File: src/rtl/reg_scoreboard_pkg.sv
// Shared register-scoreboard parameters, stall-cause encodings and helpers.
// Imported by the scoreboard, its hazard checker and its interface.
package reg_scoreboard_pkg;

    localparam int unsigned NUM_REGS = 32;
    localparam int unsigned ADDR_W   = $clog2(NUM_REGS);

    localparam logic [1:0] STALL_RAW = 2'b01;
    localparam logic [1:0] STALL_WAW = 2'b10;

    typedef logic [NUM_REGS-1:0] reg_vec_t;
    typedef logic [ADDR_W-1:0]   reg_addr_t;
    typedef logic [ADDR_W:0]     reg_cnt_t;

    function automatic reg_cnt_t popcount(input reg_vec_t v);
        reg_cnt_t cnt;
        cnt = '0;
        for (int unsigned i = 0; i < NUM_REGS; i++) begin
            cnt = cnt + reg_cnt_t'(v[i]);
        end
        return cnt;
    endfunction

endpackage

File: src/rtl/reg_scoreboard_if.sv
// Issue / writeback / status bundle between decode, writeback and the scoreboard.
// master = pipeline side, slave = scoreboard side.
interface reg_scoreboard_if;
    import reg_scoreboard_pkg::*;

    logic       issue_valid_i;
    reg_addr_t  issue_rs1_addr_i;
    reg_addr_t  issue_rs2_addr_i;
    logic       issue_rs1_used_i;
    logic       issue_rs2_used_i;
    reg_addr_t  issue_rd_addr_i;
    logic       issue_rd_wen_i;
    logic       issue_ready_o;
    logic [1:0] stall_cause_o;
    logic       wb_valid_i;
    reg_addr_t  wb_rd_addr_i;
    logic       flush_i;
    reg_cnt_t   outstanding_o;
    logic       err_o;

    modport master (
        output issue_valid_i, issue_rs1_addr_i, issue_rs2_addr_i,
               issue_rs1_used_i, issue_rs2_used_i, issue_rd_addr_i,
               issue_rd_wen_i, wb_valid_i, wb_rd_addr_i, flush_i,
        input  issue_ready_o, stall_cause_o, outstanding_o, err_o
    );

    modport slave (
        input  issue_valid_i, issue_rs1_addr_i, issue_rs2_addr_i,
               issue_rs1_used_i, issue_rs2_used_i, issue_rd_addr_i,
               issue_rd_wen_i, wb_valid_i, wb_rd_addr_i, flush_i,
        output issue_ready_o, stall_cause_o, outstanding_o, err_o
    );

endinterface

File: src/rtl/sb_hazard_check.sv
// Combinational RAW/WAW detection of one issuing instruction against the
// effective busy vector. x0 is never a hazard.
module sb_hazard_check
    import reg_scoreboard_pkg::*;
(
    input  reg_vec_t  eff_busy,
    input  reg_addr_t rs1_addr,
    input  logic      rs1_used,
    input  reg_addr_t rs2_addr,
    input  logic      rs2_used,
    input  reg_addr_t rd_addr,
    input  logic      rd_wen,
    output logic      raw,
    output logic      waw
);

    always_comb begin
        raw = (rs1_used && (rs1_addr != '0) && eff_busy[rs1_addr]) ||
              (rs2_used && (rs2_addr != '0) && eff_busy[rs2_addr]);
        waw = rd_wen && (rd_addr != '0) && eff_busy[rd_addr];
    end

endmodule

File: src/rtl/reg_scoreboard.sv
// Register-file scoreboard: tracks in-flight writes and stalls issue on RAW/WAW.
// Optional macro SB_WB_BYPASS_EN lets a same-cycle writeback hide the busy bit.
module reg_scoreboard
    import reg_scoreboard_pkg::*;
(
    input logic             clk,
    input logic             rst_n,
    reg_scoreboard_if.slave sb
);

    logic [NUM_REGS-1:1] busy_q;
    reg_vec_t            busy;
    reg_vec_t            eff_busy;
    reg_vec_t            wb_mask;
    reg_vec_t            busy_nxt;
    reg_cnt_t            outstanding_q;
    logic                err_q;
    logic                err_set;
    logic                raw;
    logic                waw;
    logic                ready;
    logic                fire;

    assign busy = {busy_q, 1'b0};

    // One-hot of the register being retired; x0 writebacks never appear here.
    always_comb begin
        wb_mask = '0;
        wb_mask[sb.wb_rd_addr_i] = sb.wb_valid_i && (sb.wb_rd_addr_i != '0);
    end

`ifdef SB_WB_BYPASS_EN
    assign eff_busy = busy & ~wb_mask;
`else
    assign eff_busy = busy;
`endif

    sb_hazard_check u_hazard (
        .eff_busy (eff_busy),
        .rs1_addr (sb.issue_rs1_addr_i),
        .rs1_used (sb.issue_rs1_used_i),
        .rs2_addr (sb.issue_rs2_addr_i),
        .rs2_used (sb.issue_rs2_used_i),
        .rd_addr  (sb.issue_rd_addr_i),
        .rd_wen   (sb.issue_rd_wen_i),
        .raw      (raw),
        .waw      (waw)
    );

    assign ready = ~sb.flush_i & ~raw & ~waw;
    assign fire  = sb.issue_valid_i & ready;

    // Clear first so a same-register set in this cycle wins; flush overrides all.
    always_comb begin
        busy_nxt = busy & ~wb_mask;
        err_set  = ~sb.flush_i & (|(wb_mask & ~busy));
        if (fire && sb.issue_rd_wen_i && (sb.issue_rd_addr_i != '0)) begin
            busy_nxt[sb.issue_rd_addr_i] = 1'b1;
        end
        if (sb.flush_i) begin
            busy_nxt = '0;
        end
    end

    always_ff @(posedge clk or negedge rst_n) begin
        if (!rst_n) begin
            busy_q        <= '0;
            outstanding_q <= '0;
            err_q         <= 1'b0;
        end else begin
            busy_q        <= busy_nxt[NUM_REGS-1:1];
            outstanding_q <= popcount(busy_nxt);
            err_q         <= err_q | err_set;
        end
    end

    assign sb.issue_ready_o = ready;
    assign sb.stall_cause_o = sb.flush_i ? 2'b00
                            : ((waw ? STALL_WAW : 2'b00) | (raw ? STALL_RAW : 2'b00));
    assign sb.outstanding_o = outstanding_q;
    assign sb.err_o         = err_q;

endmodule
File: src/flat_wrapper.sv
// flat-port wrapper written by rule: the top's interface ports become plain ports
module reg_scoreboard_flat import reg_scoreboard_pkg::*;
  (clk, rst_n, sb_issue_valid_i, sb_issue_rs1_addr_i, sb_issue_rs2_addr_i, sb_issue_rs1_used_i, sb_issue_rs2_used_i, sb_issue_rd_addr_i, sb_issue_rd_wen_i, sb_wb_valid_i, sb_wb_rd_addr_i, sb_flush_i, sb_issue_ready_o, sb_stall_cause_o, sb_outstanding_o, sb_err_o);
  reg_scoreboard_if sb_i ();
  input logic clk;
  input logic rst_n;
  input wire logic [$bits(sb_i.issue_valid_i)-1:0] sb_issue_valid_i;
  input wire logic [$bits(sb_i.issue_rs1_addr_i)-1:0] sb_issue_rs1_addr_i;
  input wire logic [$bits(sb_i.issue_rs2_addr_i)-1:0] sb_issue_rs2_addr_i;
  input wire logic [$bits(sb_i.issue_rs1_used_i)-1:0] sb_issue_rs1_used_i;
  input wire logic [$bits(sb_i.issue_rs2_used_i)-1:0] sb_issue_rs2_used_i;
  input wire logic [$bits(sb_i.issue_rd_addr_i)-1:0] sb_issue_rd_addr_i;
  input wire logic [$bits(sb_i.issue_rd_wen_i)-1:0] sb_issue_rd_wen_i;
  input wire logic [$bits(sb_i.wb_valid_i)-1:0] sb_wb_valid_i;
  input wire logic [$bits(sb_i.wb_rd_addr_i)-1:0] sb_wb_rd_addr_i;
  input wire logic [$bits(sb_i.flush_i)-1:0] sb_flush_i;
  output wire logic [$bits(sb_i.issue_ready_o)-1:0] sb_issue_ready_o;
  output wire logic [$bits(sb_i.stall_cause_o)-1:0] sb_stall_cause_o;
  output wire logic [$bits(sb_i.outstanding_o)-1:0] sb_outstanding_o;
  output wire logic [$bits(sb_i.err_o)-1:0] sb_err_o;
  assign sb_i.issue_valid_i = sb_issue_valid_i;
  assign sb_i.issue_rs1_addr_i = sb_issue_rs1_addr_i;
  assign sb_i.issue_rs2_addr_i = sb_issue_rs2_addr_i;
  assign sb_i.issue_rs1_used_i = sb_issue_rs1_used_i;
  assign sb_i.issue_rs2_used_i = sb_issue_rs2_used_i;
  assign sb_i.issue_rd_addr_i = sb_issue_rd_addr_i;
  assign sb_i.issue_rd_wen_i = sb_issue_rd_wen_i;
  assign sb_i.wb_valid_i = sb_wb_valid_i;
  assign sb_i.wb_rd_addr_i = sb_wb_rd_addr_i;
  assign sb_i.flush_i = sb_flush_i;
  assign sb_issue_ready_o = sb_i.issue_ready_o;
  assign sb_stall_cause_o = sb_i.stall_cause_o;
  assign sb_outstanding_o = sb_i.outstanding_o;
  assign sb_err_o = sb_i.err_o;
  reg_scoreboard u_core (.clk(clk), .rst_n(rst_n), .sb(sb_i));
endmodule
File: config.mk
export PLATFORM = sky130hd
export DESIGN_NAME = reg_scoreboard_flat
export DESIGN_NICKNAME = d
export VERILOG_FILES = /design/src/rtl/reg_scoreboard_pkg.sv /design/src/rtl/reg_scoreboard_if.sv /design/src/rtl/sb_hazard_check.sv /design/src/rtl/reg_scoreboard.sv /design/src/flat_wrapper.sv
export SDC_FILE = /design/constraint.sdc
export NUM_CORES = 1
export LEC_CHECK = 0
export CORE_ASPECT_RATIO = 1.25
export CORE_UTILIZATION = 51
export DETAILED_ROUTE_END_ITERATION = 10
export PLACE_DENSITY = 0.86
export SLEW_MARGIN = 20
export SYNTH_ARGS = -nofsm -noshare
export SYNTH_HDL_FRONTEND = slang
export SYNTH_SLANG_ARGS = --single-unit
File: constraint.sdc
create_clock -name clk -period 5.96 [get_ports clk]
set_clock_uncertainty 0.05 [all_clocks]
set_input_delay 1.49 -clock clk [delete_from_list [all_inputs] [get_ports clk]]
set_output_delay 1.49 -clock clk [all_outputs]
set_load 0.005 [all_outputs]
## Word-level counts from Yosys, hierarchy flattened

Index checks and enable logic that the tools add are counted.

- Register bits after elaboration: 38
- Input port bits: 28
- Output and inout bits: 10
- Word-level logic and storage cells: 87

- $add $sub $neg: 31
- Order comparisons: 6
- Multiplexer cells: 15
- Bitwise gates (word level): 15
- Reductions and logical operators: 17

Operators by type and width:

| kind | number |
|---|---|
| adder 6 x 1 -> 6 bit | 30 |
| bitwise AND 32 bit | 3 |
| two-way mux 32 bit | 2 |
| NOT 32 bit | 2 |
| bitwise OR 32 bit | 1 |
| OR reduction 32 bit | 1 |
| less-than comparator 5 x 6 -> 1 bit (second input constant) | 4 |
| nonzero test 5 bit | 4 |
| binary-select mux 1 bit (select 5 bit) | 3 |
| logical AND 1 bit | 11 |
| demux 1 bit (select 5 bit) | 2 |
| >= comparator 5 x 1 -> 1 bit (second input constant) | 2 |
| two-way mux 1 bit | 6 |
| bitwise AND 1 bit | 4 |
| two-way mux 2 bit | 2 |
| NOT 1 bit | 3 |
| adder 1 x 1 -> 2 bit | 1 |
| bitwise OR 2 bit | 1 |
| logical OR 1 bit | 1 |
| bitwise OR 1 bit | 1 |

## Longest topological paths before layout

Gate-level depths: netlist (run 1).

- Word-level depth: 43
- Mapped depth: 26
- Gate-level depth less buffers: 23

## Modules after synthesis

From an unflattened synthesis (run 1), not the netlist that was laid out.

- Cells, all modules: 374
- Area total of the unflattened synthesis: 3,697.3 um^2

Modules (own cells, without submodules):

| module | instances | cells each | area an instance (um^2) | sequential area each (um^2) |
|---|---|---|---|---|
| reg_scoreboard | 1 | 305 | 2,832.7 | 950.9 |
| sb_hazard_check | 1 | 69 | 864.6 | 0.0 |

## Worst setup path before layout (run 1)

No wires, ideal clock.

- Kind: input to register
- From: in sb_issue_rs1_addr_i[0]
- To: reg u_core.outstanding_q[4] (netlist: u_core.sb.outstanding_o[4])
- Setup time: 0.123 ns
- Arrival time: 7.694 ns
- Data required time: 5.787 ns
- Setup slack: -1.907 ns
- Stages: 24
- Path buffers: 2
- Cell sequence: buf_6 -> mux4_2 -> mux4_2 -> a2bb2oi_1 -> a22oi_2 -> nand3_2 -> buf_2 -> o21ai_1 -> ha_1 -> inv_1 -> fa_1 -> fa_1 -> inv_1 -> fa_1 -> fa_1 -> fa_1 -> inv_1 -> fa_1 -> fa_1 -> fa_1 -> inv_1 -> a21o_1 -> a21oi_1 -> xnor2_1

- Word-level cells in the longest chain between the ends: 43
- Elaborated cells on any way between the ends: 45
- Classes of those cells: add/sub: 31; mux: 4; bitwise: 4; reduce/logical: 6

RTL lines:

| element | line | source |
|---|---|---|
| start, declared | flat_wrapper.sv:8 | `input wire logic [$bits(sb_i.issue_rs1_addr_i)-1:0] sb_issue_rs1_addr_i;` |
| binary-select mux 1 bit (select 5 bit) or nonzero test 5 bit (tied branches) | sb_hazard_check.sv:18 | `raw = (rs1_used && (rs1_addr != '0) && eff_busy[rs1_addr]) \|\|` |
| two-way mux 1 bit (not written as such) or logical AND 1 bit (tied branches) | sb_hazard_check.sv:18 |  |
| logical AND 1 bit (*) | sb_hazard_check.sv:18 |  |
| logical OR 1 bit (*) | sb_hazard_check.sv:18 |  |
| NOT 1 bit (*) | reg_scoreboard.sv:50 | `assign ready = ~sb.flush_i & ~raw & ~waw;` |
| bitwise AND 1 bit (*) (2 in a row) | reg_scoreboard.sv:50 |  |
| bitwise AND 1 bit (*) | reg_scoreboard.sv:51 | `assign fire = sb.issue_valid_i & ready;` |
| logical AND 1 bit (*) (2 in a row) | reg_scoreboard.sv:57 | `if (fire && sb.issue_rd_wen_i && (sb.issue_rd_addr_i != '0)) begin` |
| two-way mux 32 bit (*) | reg_scoreboard.sv:57 |  |
| two-way mux 32 bit (*) | reg_scoreboard.sv:60 | `if (sb.flush_i) begin` |
| via u_core.busy_nxt[1] | reg_scoreboard.sv:15 | `reg_vec_t busy_nxt;` |
| adder 1 x 1 -> 2 bit (*) | reg_scoreboard_pkg.sv:19 | `cnt = cnt + reg_cnt_t'(v[i]);` |
| adder 6 x 1 -> 6 bit (*) (30 in a row) | reg_scoreboard_pkg.sv:19 |  |
| end signal, assigned | reg_scoreboard.sv:72 | `outstanding_q <= popcount(busy_nxt);` |
| end, declared | reg_scoreboard.sv:16 | `reg_cnt_t outstanding_q;` |

The timed path passes the listed nets; every way through them passes the cells marked *. The select of a mux whose other input is x is not followed.

## Worst setup path after layout (run 1)

- From: in sb_issue_rs1_addr_i[4]
- To: reg u_core.outstanding_q[2] (netlist: u_core.sb.outstanding_o[2])

- Word-level cells in the longest chain between the ends: 43
- Elaborated cells on any way between the ends: 45
- Classes of those cells: add/sub: 31; mux: 4; bitwise: 4; reduce/logical: 6

RTL lines:

| element | line |
|---|---|
| binary-select mux 1 bit (select 5 bit) or nonzero test 5 bit (tied branches) | sb_hazard_check.sv:18 |
| two-way mux 1 bit (not written as such) or logical AND 1 bit (tied branches) | sb_hazard_check.sv:18 |
| logical AND 1 bit (*) | sb_hazard_check.sv:18 |
| logical OR 1 bit (*) | sb_hazard_check.sv:18 |
| NOT 1 bit (*) | reg_scoreboard.sv:50 |
| bitwise AND 1 bit (*) (2 in a row) | reg_scoreboard.sv:50 |
| bitwise AND 1 bit (*) | reg_scoreboard.sv:51 |
| logical AND 1 bit (*) (2 in a row) | reg_scoreboard.sv:57 |
| two-way mux 32 bit (*) | reg_scoreboard.sv:57 |
| two-way mux 32 bit (*) | reg_scoreboard.sv:60 |
| adder 1 x 1 -> 2 bit | reg_scoreboard_pkg.sv:19 |
| adder 6 x 1 -> 6 bit (29 in a row) | reg_scoreboard_pkg.sv:19 |
| adder 6 x 1 -> 6 bit (*) | reg_scoreboard_pkg.sv:19 |

Mark *: on every way between the ends. The rest lies on a longest branch, timed or not. The select of a mux whose other input is x is not followed.

==> flow_metrics.env, run 1 <==
export IMPL_ir_drop_mv=0.152
export IMPL_grt_pass1_vias=4709
export IMPL_routed_via_density=6.75
export IMPL_min_delay_start="u_core.sb.err_o"
export IMPL_grt_pass1_wl_um=25800
export IMPL_firstDrtPassIters=7
export IMPL_grt_start_max_net_pins=39
export IMPL_maxCapViolations=0
export IMPL_synth_most_common_cell="nand2_1"
export IMPL_clock_latency_ns=0.31
export IMPL_slew_violations=0
export IMPL_cts_buffers=5
export IMPL_worst_slew_pin_slew_ns=0.882
export IMPL_synth_warnings=0
export IMPL_synth_nets=483
export IMPL_syn_mean_instance_area_um2=9.39
export IMPL_status="complete, but fails checks"
export IMPL_min_to="u_core.sb.err_o"
export IMPL_drtIter0Drc=593
export IMPL_holdCritPathClass="register to register"
export IMPL_drive_gt1_share_pct=35.8
export IMPL_grt_total_usage_pct=44.8
export IMPL_antenna_found_initial=1
export IMPL_ff2ff_path_depth=20
export IMPL_clk_path_buf_depth=2
export IMPL_wl_um=16700
export IMPL_r2r_start="u_core.busy_q[9]"
export IMPL_final_setup_viol_count=6
export IMPL_cts_sinks=38
export IMPL_fin_ws_ns=-1.79
export IMPL_grtUsageMet2_pct=66.9
export IMPL_die_area_um2=8150
export IMPL_nets=645
export IMPL_timing_rr_end="u_core.sb.outstanding_o[2]"
export IMPL_place_hpwl_um=11300
export IMPL_path_delay_family="adder cells"
export IMPL_holdPathStages=1
export IMPL_ys_seq_area_share_pct=23.9
export IMPL_finalHoldViolCount=0
export IMPL_busiest_layer="met2"
export IMPL_rows=35
export IMPL_synth_top_area_share_pct=23.9
export IMPL_syn_area_um2=3970
export IMPL_cp_data_arrival_time_ns=7.90
export IMPL_violations="setup timing"
export IMPL_slew_headroom_pct=41.2
export IMPL_fmax_mhz=129
export IMPL_power_leakage_nw=2.56
export IMPL_clkTransAtPathRegs_ns=0.09
export IMPL_final_util_pct=76.6
export IMPL_place_gp_congestion=1.05
export IMPL_grt_use_met1_pct=48.4
export IMPL_worst_path_max_delay_cell="fa_1"
export IMPL_startpoint_type="input pin"
export IMPL_crit_type="input pin to register"
export IMPL_critPathMostFrequentCell="fa_1"
export IMPL_async_reset_ff_share_pct=100
export IMPL_critical_path_max_stage_delay_ns=0.58
export IMPL_wl_per_cell_um=24.6
export IMPL_powerDensity_nw_per_um2=117
export IMPL_insertedDiodeCount=0
export IMPL_vias=4574
export IMPL_overflow=0
export IMPL_yosys_top_cells_count="nand2_1, dfrtp_1, o21ai_1, inv_1"
export IMPL_yosys_cell_types_count=53
export IMPL_synth_edf_count=0
export IMPL_rrSetupSlack_ns=-0.95
export IMPL_ios=38
export IMPL_worstPathMaxFanout=7
export IMPL_period_minus_slack_ns=7.75
export IMPL_tritoncts="yes"
export IMPL_synth_largest_area_cell="dfrtp_1"
export IMPL_grt_use_met3_pct=20.9
export IMPL_rsz0062_at_grt="true"
export IMPL_die_w_um=80.9
export IMPL_synthesis_instances=423
export IMPL_cts_htree_levels=2
export IMPL_cts_root_buffer="clkbuf_8"
export IMPL_area_delta_synth_final_pct=43.6
export IMPL_drc=0
export IMPL_path_cells="clkdlybuf4s50_1 > or2_2 > o41ai_2 > a31oi_1 > a22oi_2 > nand3_4 > buf_16 > o21a_1 > fa_1 > fa_1 > fa_1 > inv_2 > fa_1 > fa_1 > inv_1 > fa_1 > fa_2 > fa_2 > buf_6 > buf_6 > xnor2_1"
export IMPL_fin_tns_setup_ns=-9.74
export IMPL_start_util_pct=53.3
export IMPL_ys_flop_type="dfrtp_1"
export IMPL_postRouteAntennaNets=0
export IMPL_ys_seq_elements=38
export IMPL_finalCritPeriodShare_pct=130
export IMPL_dieHeight_um=101
export IMPL_cp_end_kind="register"
export IMPL_coreArea_um2=7440
export IMPL_synthTopCellsByArea="dfrtp_1, mux4_2, fa_1"
export IMPL_critical_path_required_ns=6.11
export IMPL_port_buffers=37
export IMPL_cp_num_buf_inv=6
per-stage QoR:
step,cell area (um^2),total power (W),instances,setup slack [ns],hold slack (ns)
5_1_grt,5700,0.000684,678,-2.03,0.449
2_1_floorplan,4000,0.000336,423,-1.78,0.418
6_report,5700,0.000665,678,-1.79,0.430
3_5_place_dp,5390,0.000421,661,-2.46,0.411
4_1_cts,5630,0.000649,675,-1.83,0.432
3_3_place_gp,5390,0.000417,661,-2.29,0.414
state kept, by name, indices dropped and copies added, names as in the netlist:
register                 count
u_core.busy_q               31
u_core.sb.outstanding_o      6
u_core.sb.err_o              1
worst reg2reg max path, cell delays in order (launching register included):
cell	delay, ns
dfrtp_1	0.49
mux4_2	0.49
mux4_2	0.50
a2bb2oi_2	0.16
a22oi_2	0.26
nand3_4	0.23
buf_16	0.20
o21a_1	0.18
fa_1	0.58
fa_1	0.45
fa_1	0.55
inv_2	0.05
fa_1	0.50
fa_1	0.53
inv_1	0.05
fa_1	0.45
fa_2	0.37
fa_2	0.37
buf_6	0.13
buf_6	0.10
xnor2_1	0.12
cells in the final DEF, fill, tap and decap left out, types with 4 or more instances in the layout:
master,netlist,layout
buf_4,0,136
clkbuf_8,0,5
o21a_1,24,24
o21ai_0,18,17
nand2_1,51,51
o21ai_1,31,28
dfrtp_1,38,38
mux4_2,23,23
nand2b_1,6,6
fa_1,24,21
nor3_1,6,6
clkdlybuf4s50_1,0,28
nand3b_1,21,21
inv_1,30,27
nor2b_1,22,22
nand3_1,4,4
nor3b_1,5,5
mux2_2,6,6
ha_1,8,8
mux2i_1,18,17
nor2_1,16,16
power by group:
part	total [W]	internal, W	switching [W]	leakage [nW]
clock network	0.000227	0.000123	0.000104	0.0579
logic	0.000178	0.0000874	0.0000902	1.98
registers	0.000261	0.000259	0.00000122	0.523
total	0.000665	0.000470	0.000195	2.56
worst max path at each step:
stage	from	to	slack [ns]	depth (start not counted)
after global placement	sb_issue_rs1_addr_i[0]	u_core.sb.outstanding_o[4]	-2.29	23
final	sb_issue_rs1_addr_i[4]	u_core.sb.outstanding_o[2]	-1.79	21
after global routing	sb_issue_rs1_addr_i[4]	u_core.sb.outstanding_o[4]	-2.03	23
after detailed placement	sb_issue_rs1_addr_i[0]	u_core.sb.outstanding_o[4]	-2.46	23
after floorplan	sb_issue_rs1_addr_i[0]	u_core.sb.outstanding_o[4]	-1.78	24
after CTS	sb_issue_rs1_addr_i[0]	u_core.sb.outstanding_o[4]	-1.83	24
final cells by class:
type	instances	area, um^2
multi-input combinational	329	2880
fill	460	1740
timing repair buffer	181	1530
sequential	38	951
tap	92	115
inverter	30	113
clock buffer	5	68.8
clock inverter	3	40.0
what timing repair did:
action                     CTS  global route
buffers inserted             4             4
setup endpoints to repair    6             6
cloned                       2             0
resized for setup           23            21
pin swaps                   15            13
hold buffers                 0             0
cells by family after synthesis:
family,count (synthesis),synth area share (%)
compound gates,98,15.6
xor+xnor,3,0.662
fa+ha+maj,32,14.6
buf+inv,56,5.67
flops,38,23.9
mux,47,19.3
other cells,1,0.0944
simple gates,148,20.2
layer usage:
layer  vias up  routed length (um)
li1       1832                   -
met1      2107                5120
met2       463                7490
met3       172                2280
met4         0                1790
met5         -                   0
Note: power is estimated with default switching activity, not from simulation.
==> run 2, diff against run 1 <==
--- a/config.mk
+++ b/config.mk
@@ -5,10 +5,12 @@
 export SDC_FILE = /design/constraint.sdc
 export NUM_CORES = 1
 export LEC_CHECK = 0
+export CAP_MARGIN = 10
 export CORE_ASPECT_RATIO = 1.25
-export CORE_UTILIZATION = 51
+export CORE_UTILIZATION = 53
+export CTS_CLUSTER_SIZE = 25
 export DETAILED_ROUTE_END_ITERATION = 10
-export PLACE_DENSITY = 0.86
+export PLACE_DENSITY = 0.89
 export SLEW_MARGIN = 20
 export SYNTH_ARGS = -nofsm -noshare
 export SYNTH_HDL_FRONTEND = slang
==> run 2 against run 1 <==
  * The run still ends with setup timing left
  * Final area rose by 0.70%
  * Sequential power barely moved
  * Critical path depth rose by 2
  * First-iteration DRC count rose by 62%
  * Final cell count fell by 1.0%
  * Critical path type unchanged
  * Largest power group is now clock
==> flow_metrics.env, run 2 (same netlist as run 1, synthesis figures left out) <==
export IMPL_overflow=0
export IMPL_regMostFlops="u_core.busy_q"
export IMPL_clock_latency_ns=0.33
export IMPL_port_buffers=37
export IMPL_cp_num_buf_inv=5
export IMPL_dieHeight_um=98.8
export IMPL_tritoncts="yes"
export IMPL_final_setup_viol_count=6
export IMPL_routed_via_density=7.10
export IMPL_cts_root_buffer="clkbuf_8"
export IMPL_place_hpwl_um=12200
export IMPL_fmax_mhz=131
export IMPL_drive_gt1_share_pct=36.7
export IMPL_cp_end_kind="register"
export IMPL_p_int_w=0.000527
export IMPL_coreArea_um2=7100
export IMPL_ios=38
export IMPL_clkPwrFrac_pct=39.6
export IMPL_worstPathMaxFanout=3
export IMPL_powerDensity_nw_per_um2=129
export IMPL_grt_pass1_vias=4960
export IMPL_rows=34
export IMPL_combPwrFrac_pct=25.1
export IMPL_largest_reg_flops=31
export IMPL_maxCapViolations=0
export IMPL_period_minus_slack_ns=7.65
export IMPL_area_delta_synth_final_pct=44.6
export IMPL_nets=639
export IMPL_power_net_switching_w=0.000211
export IMPL_cts_htree_levels=2
export IMPL_status="complete, but fails checks"
export IMPL_violations="setup timing"
export IMPL_swShare_pct=28.6
export IMPL_final_common_cell="buf_4"
export IMPL_critical_path_max_stage_delay_ns=0.54
export IMPL_placed_area_um2=5350
export IMPL_fin_tns_setup_ns=-9.22
export IMPL_place_gp_congestion=1.08
export IMPL_grt_total_usage_pct=53.4
export IMPL_power_leakage_nw=2.53
export IMPL_drtIter0Drc=963
export IMPL_cts_hold_repair_buffers=0
export IMPL_crit_type="input pin to register"
export IMPL_slew_violations=0
export IMPL_slew_headroom_pct=40.4
export IMPL_start_util_pct=55.9
export IMPL_postRouteAntennaNets=0
export IMPL_clk_path_buf_depth=2
export IMPL_sequentialPowerShare_pct=35.4
export IMPL_mostFrequentLayoutCells="buf_4, nand2_1, dfrtp_1"
export IMPL_drc=0
export IMPL_wl_um=19200
export IMPL_firstDrtPassIters=8
export IMPL_fin_ws_ns=-1.69
export IMPL_cts_buffers=5
export IMPL_wl_per_cell_um=28.7
export IMPL_cts_sinks=38
export IMPL_path_cells="dlygate4sd2_1 > mux4_2 > mux2i_1 > a32oi_1 > a22oi_2 > nand3_4 > o21ai_4 > ha_4 > inv_2 > fa_1 > fa_1 > inv_2 > fa_1 > fa_1 > fa_1 > inv_2 > fa_1 > fa_2 > fa_2 > inv_1 > a21o_1 > a21oi_2 > xnor2_1"
export IMPL_final_util_pct=80.8
export IMPL_finalCritPeriodShare_pct=128
export IMPL_critPathMostFrequentCell="fa_1"
export IMPL_ir_drop_mv=0.145
export IMPL_grt_pass1_wl_um=29400
export IMPL_rsz0062_at_grt="true"
export IMPL_path_delay_family="adder cells"
export IMPL_die_area_um2=7850
export IMPL_holdCritPathClass="register to register"
export IMPL_finalHoldViolCount=0
export IMPL_fin_area_um2=5740
export IMPL_nFillCells=358
export IMPL_clkTransAtPathRegs_ns=0.10
export IMPL_worst_path_max_delay_cell="mux4_2"
export IMPL_die_w_um=79.4
export IMPL_worst_slew_pin_slew_ns=0.894
export IMPL_grt_start_max_net_pins=39
export IMPL_startpoint_type="input pin"
export IMPL_critical_path_required_ns=6.13
export IMPL_antenna_found_initial=3
export IMPL_vias=4766
export IMPL_cp_data_arrival_time_ns=7.82
[run 2: cell types whose count changed in the layout (fill, tap and decap cells not counted), moves of 2 or more]
cell / previous run / this run
mux2i_1: 17 / 14
mux2i_2: 0 / 3
dlygate4sd2_1: 2 / 4
clkbuf_2: 3 / 0
clkinv_2: 2 / 0
buf_4: 136 / 131
[run 2: worst reg2reg max path, delay by kind of cell (launching register included)]
| family | cells | cell delay [ns] |
|---|---|---|
| simple gates | 1 | 0.18 |
| flops | 1 | 0.52 |
| compound gates | 5 | 0.80 |
| buf+inv | 4 | 0.20 |
| mux | 2 | 0.99 |
| xor+xnor | 1 | 0.12 |
| fa+ha+maj | 9 | 3.88 |
[run 2: cell type report]
type	instances	area [um^2]	area share, %
tap	90	113	1.96
antenna	1	2.50	0.0436
timing repair buffer	175	1480	25.8
inverter	30	113	1.96
sequential	38	951	16.6
clock inverter	2	60.1	1.05
multi-input combinational	329	2940	51.2
clock buffer	6	82.6	1.44
[run 2: layer usage]
layer	vias up	part of all wire, %	global-route usage (%)
li1	1820	-	-
met1	2177	29	51.8
met2	496	43	74.7
met3	267	16	35.5
met4	6	13	47.3
met5	-	0.38	13.3
[run 2: what timing repair did]
item	in CTS	in global routing
gates cloned	1	0
gates resized for setup	38	23
setup buffers	7	2
endpoints found under the hold margin	0	0
pin swaps	19	17
setup endpoints to repair	6	6
[run 2: power groups by stage]
| stage | Sequential (W) | Combinational, W | Clock (W) |
|---|---|---|---|
| finish | 0.000261 | 0.000185 | 0.000292 |
| global route | 0.000261 | 0.000193 | 0.000304 |
| CTS | 0.000261 | 0.000168 | 0.000284 |
| detailed placement | 0.000266 | 0.000158 | 0 |
| global placement | 0.000266 | 0.000150 | 0 |
| floorplan | 0.000266 | 0.0000706 | 0 |
[run 2: metrics by stage]
stage / std cells / power (W) / hold slack, ns / setup slack (ns)
6_report: 671 / 0.000738 / 0.443 / -1.69
4_1_cts: 669 / 0.000712 / 0.450 / -1.64
5_1_grt: 671 / 0.000758 / 0.464 / -1.78
2_1_floorplan: 423 / 0.000336 / 0.418 / -1.78
3_5_place_dp: 653 / 0.000424 / 0.428 / -2.50
3_3_place_gp: 653 / 0.000416 / 0.431 / -2.34
[run 2: worst paths after layout]
kind	from	to	slack [ns]	cells past startpoint
max in group asynchronous	rst_n	u_core.busy_q[16]	4.05	1
min in group asynchronous	rst_n	u_core.sb.err_o	1.24	1
max reg2reg	u_core.busy_q[8]	u_core.sb.outstanding_o[4]	-0.87	22
min	u_core.sb.err_o	u_core.sb.err_o	0.44	1
max	sb_issue_rs2_addr_i[0]	u_core.sb.outstanding_o[4]	-1.69	23
min reg2reg	u_core.sb.err_o	u_core.sb.err_o	0.44	1
==> run 3, diff against run 2 <==
--- a/config.mk
+++ b/config.mk
@@ -7,10 +7,10 @@
 export LEC_CHECK = 0
 export CAP_MARGIN = 10
 export CORE_ASPECT_RATIO = 1.25
-export CORE_UTILIZATION = 53
+export CORE_UTILIZATION = 63
 export CTS_CLUSTER_SIZE = 25
 export DETAILED_ROUTE_END_ITERATION = 10
-export PLACE_DENSITY = 0.89
+export PLACE_DENSITY = 0.95
 export SLEW_MARGIN = 20
 export SYNTH_ARGS = -nofsm -noshare
 export SYNTH_HDL_FRONTEND = slang
==> constraint.sdc (replaced) <==
create_clock -name clk -period 9.5 [get_ports clk]
set_clock_uncertainty 0.05 [all_clocks]
set_input_delay 2.375 -clock clk [delete_from_list [all_inputs] [get_ports clk]]
set_output_delay 2.375 -clock clk [all_outputs]
set_load 0.005 [all_outputs]
==> run 3 against run 2 <==
  * The run now ends clean
  * Die area shrank 16%
  * Largest cell class unchanged
  * Global-route usage decreased by 12 points
  * Hold slack improved by 0.012 ns
  * Sequential share of layout area is 4.2 points higher
  * Core utilization shrank 5.9 points
  * Combinational power fell by 57%
  * Critical endpoint unchanged
==> flow_metrics.env, run 3 (same netlist as run 1, synthesis figures left out) <==
export IMPL_status="finished clean"
export IMPL_crit_type="input pin to register"
export IMPL_ctsResizeCount=0
export IMPL_cts_buffers=5
export IMPL_die_w_um=73.0
export IMPL_period_minus_slack_ns=9.19
export IMPL_fmax_mhz=109
export IMPL_die_area_um2=6630
export IMPL_wl_um=12500
export IMPL_final_setup_viol_count=0
export IMPL_finalCritPeriodShare_pct=96.7
export IMPL_routed_via_density=6.84
export IMPL_worstPathMaxFanout=22
export IMPL_critical_path_max_stage_delay_ns=0.64
export IMPL_clk_path_buf_depth=2
export IMPL_cp_end_kind="register"
export IMPL_area_delta_synth_final_pct=15.5
export IMPL_worst_path_max_delay_cell="clkdlybuf4s50_1"
export IMPL_start_util_pct=64.8
export IMPL_cts_hold_repair_buffers=0
export IMPL_holdCritPathClass="register to register"
export IMPL_finalHoldViolCount=0
export IMPL_sequentialPowerShare_pct=39.6
export IMPL_grt_total_usage_pct=41.4
export IMPL_place_hpwl_um=9210
export IMPL_slew_headroom_pct=40.8
export IMPL_cp_num_buf_inv=5
export IMPL_regMostFlops="u_core.busy_q"
export IMPL_largest_reg_flops=31
export IMPL_cts_setup_buffers=0
export IMPL_port_buffers=37
export IMPL_swShare_pct=26.9
export IMPL_rows=32
export IMPL_rsz0062_at_grt="false"
export IMPL_grt_pass1_wl_um=20100
export IMPL_path_cells="clkdlybuf4s50_1 > mux4_2 > mux4_2 > a2bb2oi_1 > a22oi_2 > nand3_2 > buf_4 > o21a_1 > fa_1 > fa_1 > inv_1 > fa_1 > fa_1 > fa_1 > inv_1 > fa_1 > fa_1 > fa_1 > inv_1 > a21o_1 > a21oi_1 > xnor2_1"
export IMPL_cts_htree_levels=2
export IMPL_cts_sinks=38
export IMPL_total_power_w=0.000414
export IMPL_cp_data_arrival_time_ns=9.33
export IMPL_power_net_switching_w=0.000111
export IMPL_nets=517
export IMPL_critPathMostFrequentCell="fa_1"
export IMPL_powerDensity_nw_per_um2=90.2
export IMPL_postRouteAntennaNets=0
export IMPL_firstDrtPassIters=5
export IMPL_wl_per_cell_um=22.9
export IMPL_combPwrFrac_pct=19.1
export IMPL_antenna_found_initial=0
export IMPL_power_leakage_nw=1.86
export IMPL_maxCapViolations=0
export IMPL_clkPwrFrac_pct=41.3
export IMPL_slew_violations=0
export IMPL_overflow=0
export IMPL_placed_area_um2=4450
export IMPL_fin_tns_setup_ns=0
export IMPL_coreArea_um2=6130
export IMPL_dieHeight_um=90.8
export IMPL_grt_start_max_net_pins=39
export IMPL_drc=0
export IMPL_clock_latency_ns=0.31
export IMPL_tritoncts="yes"
export IMPL_ios=38
export IMPL_startpoint_type="input pin"
export IMPL_p_int_w=0.000302
export IMPL_critical_path_required_ns=9.64
export IMPL_fin_area_um2=4590
export IMPL_clkTransAtPathRegs_ns=0.08
export IMPL_cts_root_buffer="clkbuf_8"
export IMPL_mostFrequentLayoutCells="nand2_1, dfrtp_1, clkdlybuf4s50_1"
export IMPL_final_util_pct=74.9
export IMPL_vias=3716
export IMPL_worst_slew_pin_slew_ns=0.887
export IMPL_drive_gt1_share_pct=13.3
export IMPL_final_common_cell="nand2_1"
export IMPL_ir_drop_mv=0.0802
export IMPL_drtIter0Drc=443
export IMPL_grt_pass1_vias=3870
export IMPL_insertedDiodeCount=0
export IMPL_place_gp_congestion=0.978
export IMPL_path_delay_family="adder cells"
==> run 3: cell count changes in the layout (fill, tap and decap cells not counted), sizes merged <==
cell | previous run | this run
dlymetal6s2s | 1 | 0
buf | 141 | 17
diode | 1 | 0
clkbuf | 6 | 5
dlygate4sd2 | 4 | 0
clkinv | 0 | 1
clkdlybuf4s50 | 27 | 36
bufbuf | 1 | 0
clkdlybuf4s15 | 1 | 0
==> run 3: final cells by class <==
type                            instances  area, um^2
Multi-Input combinational cell        329        2800
Tap cell                               85         106
Clock buffer                            5        68.8
Fill cell                             433        1540
Timing Repair Buffer                   53         485
Clock inverter                          3        68.8
Sequential cell                        38         951
Inverter                               30         113
==> run 3: worst reg2reg max path: stages, from the launching register on <==
cell and delay [ns]:
dfrtp_1 0.51, mux4_2 0.50, mux4_2 0.45, a2bb2oi_1 0.15, a22oi_2 0.24, nand3_2 0.16
buf_4 0.25, o21a_1 0.23, fa_1 0.51, fa_1 0.52, inv_1 0.05, fa_1 0.52
fa_1 0.45, fa_1 0.52, inv_1 0.05, fa_1 0.46, fa_1 0.42, fa_1 0.41
inv_1 0.07, a21o_1 0.11, a21oi_1 0.07, xnor2_1 0.12
==> run 3: worst paths after layout <==
kind / start / end / slack [ns] / cells past startpoint
worst max-delay path: sb_issue_rs1_addr_i[0] / u_core.sb.outstanding_o[4] / 0.31 / 22
worst min-delay path: u_core.sb.err_o / u_core.sb.err_o / 0.45 / 1
worst max register to register: u_core.busy_q[12] / u_core.sb.outstanding_o[4] / 2.58 / 21
worst min register to register: u_core.sb.err_o / u_core.sb.err_o / 0.45 / 1
max in group asynchronous: rst_n / u_core.busy_q[12] / 6.70 / 1
min in group asynchronous: rst_n / u_core.busy_q[25] / 2.14 / 1
==> run 3: metal layers <==
metal / vias to the layer above / wire, um / track usage [%]
li1: 1579 / - / -
met1: 1754 / 4230 / 51.3
met2: 288 / 6090 / 65.0
met3: 95 / 1220 / 8.04
met4: 0 / 915 / 27.1
met5: - / 0 / 0
==> run 3: power by group through the flow <==
stage | Sequential [W] | Combinational [W] | Clock [W]
final | 0.000164 | 0.0000792 | 0.000171
after global routing | 0.000164 | 0.0000848 | 0.000179
after CTS | 0.000164 | 0.0000779 | 0.000172
after detailed placement | 0.000167 | 0.0000773 | 0
after global placement | 0.000167 | 0.0000753 | 0
after floorplan | 0.000167 | 0.0000434 | 0
==> run 3: per-stage QoR <==
stage / setup WS, ns / std cells / hold WS [ns]
final: 0.309 / 543 / 0.455
after global routing: 0.0657 / 543 / 0.475
after CTS: 0.301 / 543 / 0.450
after detailed placement: -0.0115 / 535 / 0.429
after global placement: 0.123 / 535 / 0.432
after floorplan: 0.748 / 423 / 0.418
